--- src/rtl/rob_commit.sv ---
// -----------------------------------------------------------------------------
// rob_commit
// Reorder buffer and commit stage. Dispatch allocates entries in order, the INT
// and LS units write results back out of order, and completed entries at the
// head retire in program order onto the register-file write ports.
//
// Ports
//   clk, res                       clock / asynchronous active-high reset
//   alloc_*_dec2rob / rob2dec      in-order allocation handshake, granted tag
//   wb_*_int2rob, wb_*_ls2rob      out-of-order result writeback by tag
//   write_select/en_0, value_0     commit port 0 (older entry), registered
//   write_select/en_1, value_1     commit port 1 (younger entry), registered
//   count_rob2dec                  number of occupied entries
//
// Configuration macro: COMMIT_DUAL_EN
//   defined   : up to two head entries retire per cycle
//   undefined : one entry retires per cycle, port 1 outputs tied to zero
// -----------------------------------------------------------------------------
module rob_commit #(
  parameter int  DEPTH   = 16,
  parameter int  XLEN    = 64,
  parameter int  RADDR_W = 6,
  localparam int TW      = $clog2(DEPTH)
) (
  input  logic               clk,
  input  logic               res,
  input  logic               alloc_valid_dec2rob,
  input  logic [RADDR_W-1:0] alloc_rd_dec2rob,
  input  logic               alloc_wb_dec2rob,
  output logic               alloc_ready_rob2dec,
  output logic [TW-1:0]      alloc_tag_rob2dec,
  input  logic               wb_valid_int2rob,
  input  logic [TW-1:0]      wb_tag_int2rob,
  input  logic [XLEN-1:0]    wb_value_int2rob,
  input  logic               wb_valid_ls2rob,
  input  logic [TW-1:0]      wb_tag_ls2rob,
  input  logic [XLEN-1:0]    wb_value_ls2rob,
  output logic [RADDR_W-1:0] write_select_0_rob2rf,
  output logic               write_en_0_rob2rf,
  output logic [XLEN-1:0]    value_0_rob2rf,
  output logic [RADDR_W-1:0] write_select_1_rob2rf,
  output logic               write_en_1_rob2rf,
  output logic [XLEN-1:0]    value_1_rob2rf,
  output logic [TW:0]        count_rob2dec
);

  localparam logic [TW:0]   FULL_CNT = (TW+1)'(DEPTH);
  localparam logic [TW:0]   PTR_ONE  = (TW+1)'(1);

  // Pointers carry an extra wrap bit so full and empty are distinguishable.
  logic [TW:0]                   head_q, head_d;
  logic [TW:0]                   tail_q, tail_d;
  logic [DEPTH-1:0]              busy_q, busy_d;
  logic [DEPTH-1:0]              done_q, done_d;
  logic [DEPTH-1:0]              wbf_q, wbf_d;
  logic [DEPTH-1:0][RADDR_W-1:0] rd_q, rd_d;
  logic [DEPTH-1:0][XLEN-1:0]    val_q, val_d;

  logic [RADDR_W-1:0]            sel0_q, sel0_d;
  logic                          en0_q, en0_d;
  logic [XLEN-1:0]               out0_q, out0_d;
`ifdef COMMIT_DUAL_EN
  logic [RADDR_W-1:0]            sel1_q, sel1_d;
  logic                          en1_q, en1_d;
  logic [XLEN-1:0]               out1_q, out1_d;
  logic [TW-1:0]                 head1_s;
`endif

  logic [TW:0]                   count_s;
  logic [TW-1:0]                 head0_s;
  logic [TW-1:0]                 tail_idx_s;
  logic                          alloc_fire_s;
  logic                          c0_s;
  logic                          c1_s;

  assign count_s             = tail_q - head_q;
  assign head0_s             = head_q[TW-1:0];
  assign tail_idx_s          = tail_q[TW-1:0];
  // Space is judged on the registered count only, so a same-cycle commit
  // never frees room for this cycle's allocation.
  assign alloc_ready_rob2dec = (count_s < FULL_CNT);
  assign alloc_tag_rob2dec   = tail_idx_s;
  assign alloc_fire_s        = alloc_valid_dec2rob & alloc_ready_rob2dec;
  assign count_rob2dec       = count_s;

  assign write_select_0_rob2rf = sel0_q;
  assign write_en_0_rob2rf     = en0_q;
  assign value_0_rob2rf        = out0_q;
`ifdef COMMIT_DUAL_EN
  assign head1_s               = head0_s + TW'(1);
  assign write_select_1_rob2rf = sel1_q;
  assign write_en_1_rob2rf     = en1_q;
  assign value_1_rob2rf        = out1_q;
`else
  assign write_select_1_rob2rf = {RADDR_W{1'b0}};
  assign write_en_1_rob2rf     = 1'b0;
  assign value_1_rob2rf        = {XLEN{1'b0}};
`endif

  // Commit eligibility of the oldest one or two entries, from registered state.
  always_comb begin
    c0_s = busy_q[head0_s] & done_q[head0_s];
`ifdef COMMIT_DUAL_EN
    c1_s = c0_s & busy_q[head1_s] & done_q[head1_s];
`else
    c1_s = 1'b0;
`endif
  end

  // Next-state: writeback, allocation, commit and commit-port registers.
  always_comb begin
    head_d = head_q;
    tail_d = tail_q;
    busy_d = busy_q;
    done_d = done_q;
    wbf_d  = wbf_q;
    rd_d   = rd_q;
    val_d  = val_q;
    sel0_d = sel0_q;
    en0_d  = 1'b0;
    out0_d = out0_q;
`ifdef COMMIT_DUAL_EN
    sel1_d = sel1_q;
    en1_d  = 1'b0;
    out1_d = out1_q;
`endif

    // Writeback only lands on occupied entries; INT has priority over LS.
    for (int i = 0; i < DEPTH; i++) begin
      if (wb_valid_int2rob && busy_q[i] && (wb_tag_int2rob == TW'(i))) begin
        done_d[i] = 1'b1;
        val_d[i]  = wb_value_int2rob;
      end else if (wb_valid_ls2rob && busy_q[i] && (wb_tag_ls2rob == TW'(i))) begin
        done_d[i] = 1'b1;
        val_d[i]  = wb_value_ls2rob;
      end else begin
        done_d[i] = done_q[i];
        val_d[i]  = val_q[i];
      end
    end

    // The tail slot is never busy, so this cannot collide with writeback.
    if (alloc_fire_s) begin
      busy_d[tail_idx_s] = 1'b1;
      done_d[tail_idx_s] = 1'b0;
      rd_d[tail_idx_s]   = alloc_rd_dec2rob;
      wbf_d[tail_idx_s]  = alloc_wb_dec2rob;
      tail_d             = tail_q + PTR_ONE;
    end else begin
      tail_d             = tail_q;
    end

    if (c0_s) begin
      busy_d[head0_s] = 1'b0;
      sel0_d          = rd_q[head0_s];
      out0_d          = val_q[head0_s];
      en0_d           = wbf_q[head0_s];
    end else begin
      sel0_d          = sel0_q;
      out0_d          = out0_q;
      en0_d           = 1'b0;
    end

`ifdef COMMIT_DUAL_EN
    if (c1_s) begin
      busy_d[head1_s] = 1'b0;
      sel1_d          = rd_q[head1_s];
      out1_d          = val_q[head1_s];
      en1_d           = wbf_q[head1_s];
    end else begin
      sel1_d          = sel1_q;
      out1_d          = out1_q;
      en1_d           = 1'b0;
    end
`endif

    head_d = head_q + {{TW{1'b0}}, c0_s} + {{TW{1'b0}}, c1_s};
  end

  // State registers; reset discards every entry and clears the commit ports.
  always_ff @(posedge clk or posedge res) begin
    if (res) begin
      head_q <= '0;
      tail_q <= '0;
      busy_q <= '0;
      done_q <= '0;
      wbf_q  <= '0;
      rd_q   <= '0;
      val_q  <= '0;
      sel0_q <= '0;
      en0_q  <= 1'b0;
      out0_q <= '0;
`ifdef COMMIT_DUAL_EN
      sel1_q <= '0;
      en1_q  <= 1'b0;
      out1_q <= '0;
`endif
    end else begin
      head_q <= head_d;
      tail_q <= tail_d;
      busy_q <= busy_d;
      done_q <= done_d;
      wbf_q  <= wbf_d;
      rd_q   <= rd_d;
      val_q  <= val_d;
      sel0_q <= sel0_d;
      en0_q  <= en0_d;
      out0_q <= out0_d;
`ifdef COMMIT_DUAL_EN
      sel1_q <= sel1_d;
      en1_q  <= en1_d;
      out1_q <= out1_d;
`endif
    end
  end

endmodule

--- config.mk ---
export PLATFORM = sky130hd
export DESIGN_NAME = rob_commit
export DESIGN_NICKNAME = d
export VERILOG_FILES = /design/src/rtl/rob_commit.sv
export SDC_FILE = /design/constraint.sdc
export NUM_CORES = 2
export LEC_CHECK = 0
export CELL_PAD_IN_SITES_DETAIL_PLACEMENT = 0
export CELL_PAD_IN_SITES_GLOBAL_PLACEMENT = 1
export CORE_ASPECT_RATIO = 1.2
export CORE_MARGIN = 5
export CORE_UTILIZATION = 50
export DETAILED_ROUTE_END_ITERATION = 6
export PLACE_DENSITY_LB_ADDON = 0.1
export SLEW_MARGIN = 15
export SYNTH_ARGS = -nofsm -noshare
export SYNTH_HDL_FRONTEND = slang
export SYNTH_SLANG_ARGS = --single-unit
--- constraint.sdc ---
create_clock -name clk -period 49.1 [get_ports clk]
set_clock_uncertainty 0.05 [all_clocks]
set_input_delay 7.365 -clock clk [delete_from_list [all_inputs] [get_ports clk]]
set_output_delay 7.365 -clock clk [all_outputs]
set_load 0.02 [all_outputs]
==> flow_metrics.py <==
metrics = {
    "sta": {
        "tns_ns": 0,
        "worst-slew-pin-transition_ns": 1.21,
        "maxSlewHeadroom_pct": 19.1,
        "max_freq_mhz": 89.5,
        "slew_violations": 0,
        "post-route-period-util_pct": 22.8,
        "setup_violations": 0,
        "min_period_ns": 11.18,
        "grt_setup_unrepaired": "false",
        "finalHoldViolations": 0,
    },
    "die": {
        "rows": 145,
        "die_area_um2": 138000,
        "initial_core_util_pct": 50.2,
        "io_pins": 300,
        "die_height_um": 406,
        "fp.dieW_um": 340,
        "core_um2": 130000,
    },
    "synthesis": {
        "synth_top_family_by_area": "multiplexers",
        "synthFlopType": "dfrtp_1",
        "syn_area_per_cell_um2": 11.4,
        "synth.area.mux_share_pct": 31.5,
        "syn_inst": 5709,
        "synth-edff-count": 0,
        "synth_simple_gate_area_share_pct": 7.24,
        "synth-xor-area-share_pct": 0.134,
        "synthAdderAreaFrac_pct": 0.223,
        "ys_seq_area_share_pct": 47.9,
        "syn_area_um2": 65200,
        "synth_cell_types": 49,
        "ys_ff_latch": 1249,
        "yosys_warnings": 0,
        "synth_compound_area_share_pct": 8.38,
        "synthArstFlopShare_pct": 100,
    },
    "worst_setup_path": {
        "path_class": "flop to output pin",
        "crit_chain": "inv_8 -> ha_1 -> nor2b_4 -> o21a_4 -> or3_1 -> nand2_1 -> clkdlybuf4s50_1",
        "crit_required_ns": 41.69,
        "start_kind": "flop",
        "crit_path_max_fanout": 43,
        "crit_arrival_ns": 3.76,
        "worst_setup_path_end_kind": "output pin",
        "slowest_delay_ns": 0.61,
        "cp_slowest_cell": "clkdlybuf4s50_1",
    },
    "route": {
        "vias_per_cell": 6.16,
        "drtIter0Drc": 4129,
        "drt_wl_total_um": 205000,
        "wl_per_cell_um": 27.7,
        "drtAntennaViolNets": 0,
        "num_vias": 45600,
        "firstDrtPassIters": 6,
        "remaining_drc_errors": 0,
    },
    "worst_hold_path": {
        "hold_path.class": "flop to flop",
    },
    "clocking": {
        "post_cts_buffers": 0,
        "insertion_delay_ns": 0.78,
        "htreeDepth": 4,
        "numCtsBuffers": 138,
        "postCtsHoldBufs": 0,
        "cts_root_buf": "clkbuf_16",
        "cts.sinks": 1249,
        "clock_path_buffers": 3,
        "cts_resized": 0,
        "path_clk_slew_ns": 0.06,
        "cts_tree": "built",
    },
    "placement": {
        "dp_hpwl_um": 112000,
        "routabilityCongestion": 0.797,
        "port_buffers": 228,
    },
    "global_routing": {
        "grt_util_met3_pct": 5.67,
        "grt.busiest_layer": "met2",
        "grt_use_total_pct": 29.6,
        "grt_pass1_vias": 45500,
        "antenna_found_initial": 31,
        "grt_start_max_net_pins": 163,
        "gr-usage-met2_pct": 47.3,
        "grt_overflow": 0,
        "grt_pass1_wl_um": 308000,
        "met1_usage_pct": 42.3,
    },
    "layout": {
        "drive_above_1_share_pct": 15.8,
        "multi_input_area_um2": 31400,
        "seq_area_um2": 31300,
        "utilization_pct": 55.8,
        "layout.nets": 5746,
        "fillers": 11100,
        "area_growth_pct": 11.1,
    },
    "job": {
        "cap_violations": 0,
    },
    "power": {
        "p_leak_nw": 29.8,
        "power.density_nw_per_um2": 64.1,
        "irDropWorstVdd_uv": 54.0,
    },
    "run_status": {
        "status": "finished clean",
    },
}
[cell families after synthesis]
logic type / count (synthesis)
mux: 1570
simple gates: 1148
flops: 1249
xor+xnor: 10
compound gates: 1062
fa+ha+maj: 11
other cells: 1
buf+inv: 658
[final timing paths]
path                                            start                        endpoint  slack (ns)  cells after the start
worst max-delay path              head_q[2]$_DFF_PP0_                count_rob2dec[4]       37.92                      7
worst min-delay path            val_q[10]$_DFFE_PP0P_           val_q[10]$_DFFE_PP0P_        0.43                      2
worst max register to register    head_q[0]$_DFF_PP0_  value_0_rob2rf[25]$_DFFE_PP0N_       43.00                      7
worst min register to register  val_q[10]$_DFFE_PP0P_           val_q[10]$_DFFE_PP0P_        0.43                      2
max in group asynchronous                         res          val_q[728]$_DFFE_PP0P_       37.99                      6
min in group asynchronous                         res             rd_q[4]$_DFFE_PP0P_        7.15                      2
[registers in the layout (all words and copies together) (netlist names), 6 cells and up]
register and cells:
write_select_0_rob2rf 6, busy_q 16, rd_q 96, done_q 16
value_0_rob2rf 64, wbf_q 16, val_q 1024
[synthesized netlist by cell type, types with 2 or more instances]
cell / number / area [um2]
nor2b_1: 8 / 50.1
nand3b_1: 3 / 22.5
buf_6: 7 / 78.8
mux2_2: 176 / 1980
buf_2: 92 / 460
mux4_2: 363 / 8180
nor4_2: 2 / 25.0
o32a_1: 16 / 160
buf_4: 97 / 728
nand4_1: 2 / 12.5
mux2_4: 7 / 105
a41o_1: 4 / 40.0
nor3b_1: 2 / 15.0
xnor2_1: 6 / 52.6
nor4_4: 13 / 277
and4_1: 3 / 26.3
nand2_1: 146 / 548
and3b_1: 2 / 17.5
a21o_1: 2 / 15.0
and3_1: 8 / 50.1
buf_1: 56 / 210
xor2_1: 4 / 35.0
ha_1: 10 / 125
a22oi_1: 2 / 15.0
a21oi_1: 899 / 4500
nor4_1: 2 / 12.5
o21ai_0: 128 / 641
a31oi_1: 2 / 12.5
inv_1: 13 / 48.8
mux2i_1: 1024 / 10200
dfrtp_1: 1249 / 31300
clkbuf_1: 392 / 1470
nor2_1: 931 / 3490
nand3_1: 12 / 60.1
nand2b_1: 6 / 37.5
a31o_2: 7 / 61.3
[worst max-delay path, delay by kind of cell (launching register included)]
kind	cells	cell delay [ns]
AND/OR/NAND/NOR	3	0.61
adder cells (fa/ha/maj)	1	0.40
buffers and inverters	2	1.19
AO/OA/AOI/OAI	1	0.21
flip-flops	1	0.57
[power by group]
part / internal, mW / switching [mW]
combinational: 0.920 / 0.848
clock: 0.619 / 0.437
sequential: 1.52 / 0.297
[through the flow]
stage | area (um2) | instances | hold WS, ns | power [mW] | setup WS, ns
after floorplan | 65500 | 5779 | 0.394 | 3.09 | 6.49
after global routing | 72400 | 7385 | 0.440 | 4.91 | 37.32
final | 72400 | 7401 | 0.428 | 4.64 | 37.92
after detailed placement | 67800 | 7137 | 0.418 | 3.61 | 37.02
after global placement | 67800 | 7137 | 0.407 | 3.56 | 37.04
after CTS | 72400 | 7379 | 0.430 | 4.67 | 37.82
[cell usage in the layout, fill, tap and decap left out, drive strengths merged, types with 4 or more instances in the layout]
cell,Yosys,layout
ha,10,10
a21oi,899,899
dfrtp,1249,1249
clkbuf,392,204
inv,13,20
xnor2,6,6
a41o,4,4
o21ai,128,128
nor2,931,931
conb,1,71
nor2b,9,9
and3,8,8
diode,0,22
mux4,363,363
nand2,146,146
buf,253,85
bufinv,0,8
a31o,7,7
nor4,17,17
nand2b,6,6
clkinv,0,23
clkdlybuf4s50,0,228
nand3,12,12
o32a,16,16
mux2i,1024,1024
mux2,183,183
xor2,4,4
[layer usage]
layer	wire length (um)	part of all wire, %
met2	97100	47
met4	4340	2.1
met3	13500	6.6
met5	94	0.046
met1	89700	44
[layout make-up]
class	count	area share, %
multi-input combinational	3872	43.4
sequential	1249	43.2
clock buffer	204	5.65
timing repair buffer	313	4.08
tap	1690	2.92
clock inverter	38	0.606
inverter	13	0.0881
antenna	22	0.0760
No activity file was read; power rests on OpenSTA's default activity.
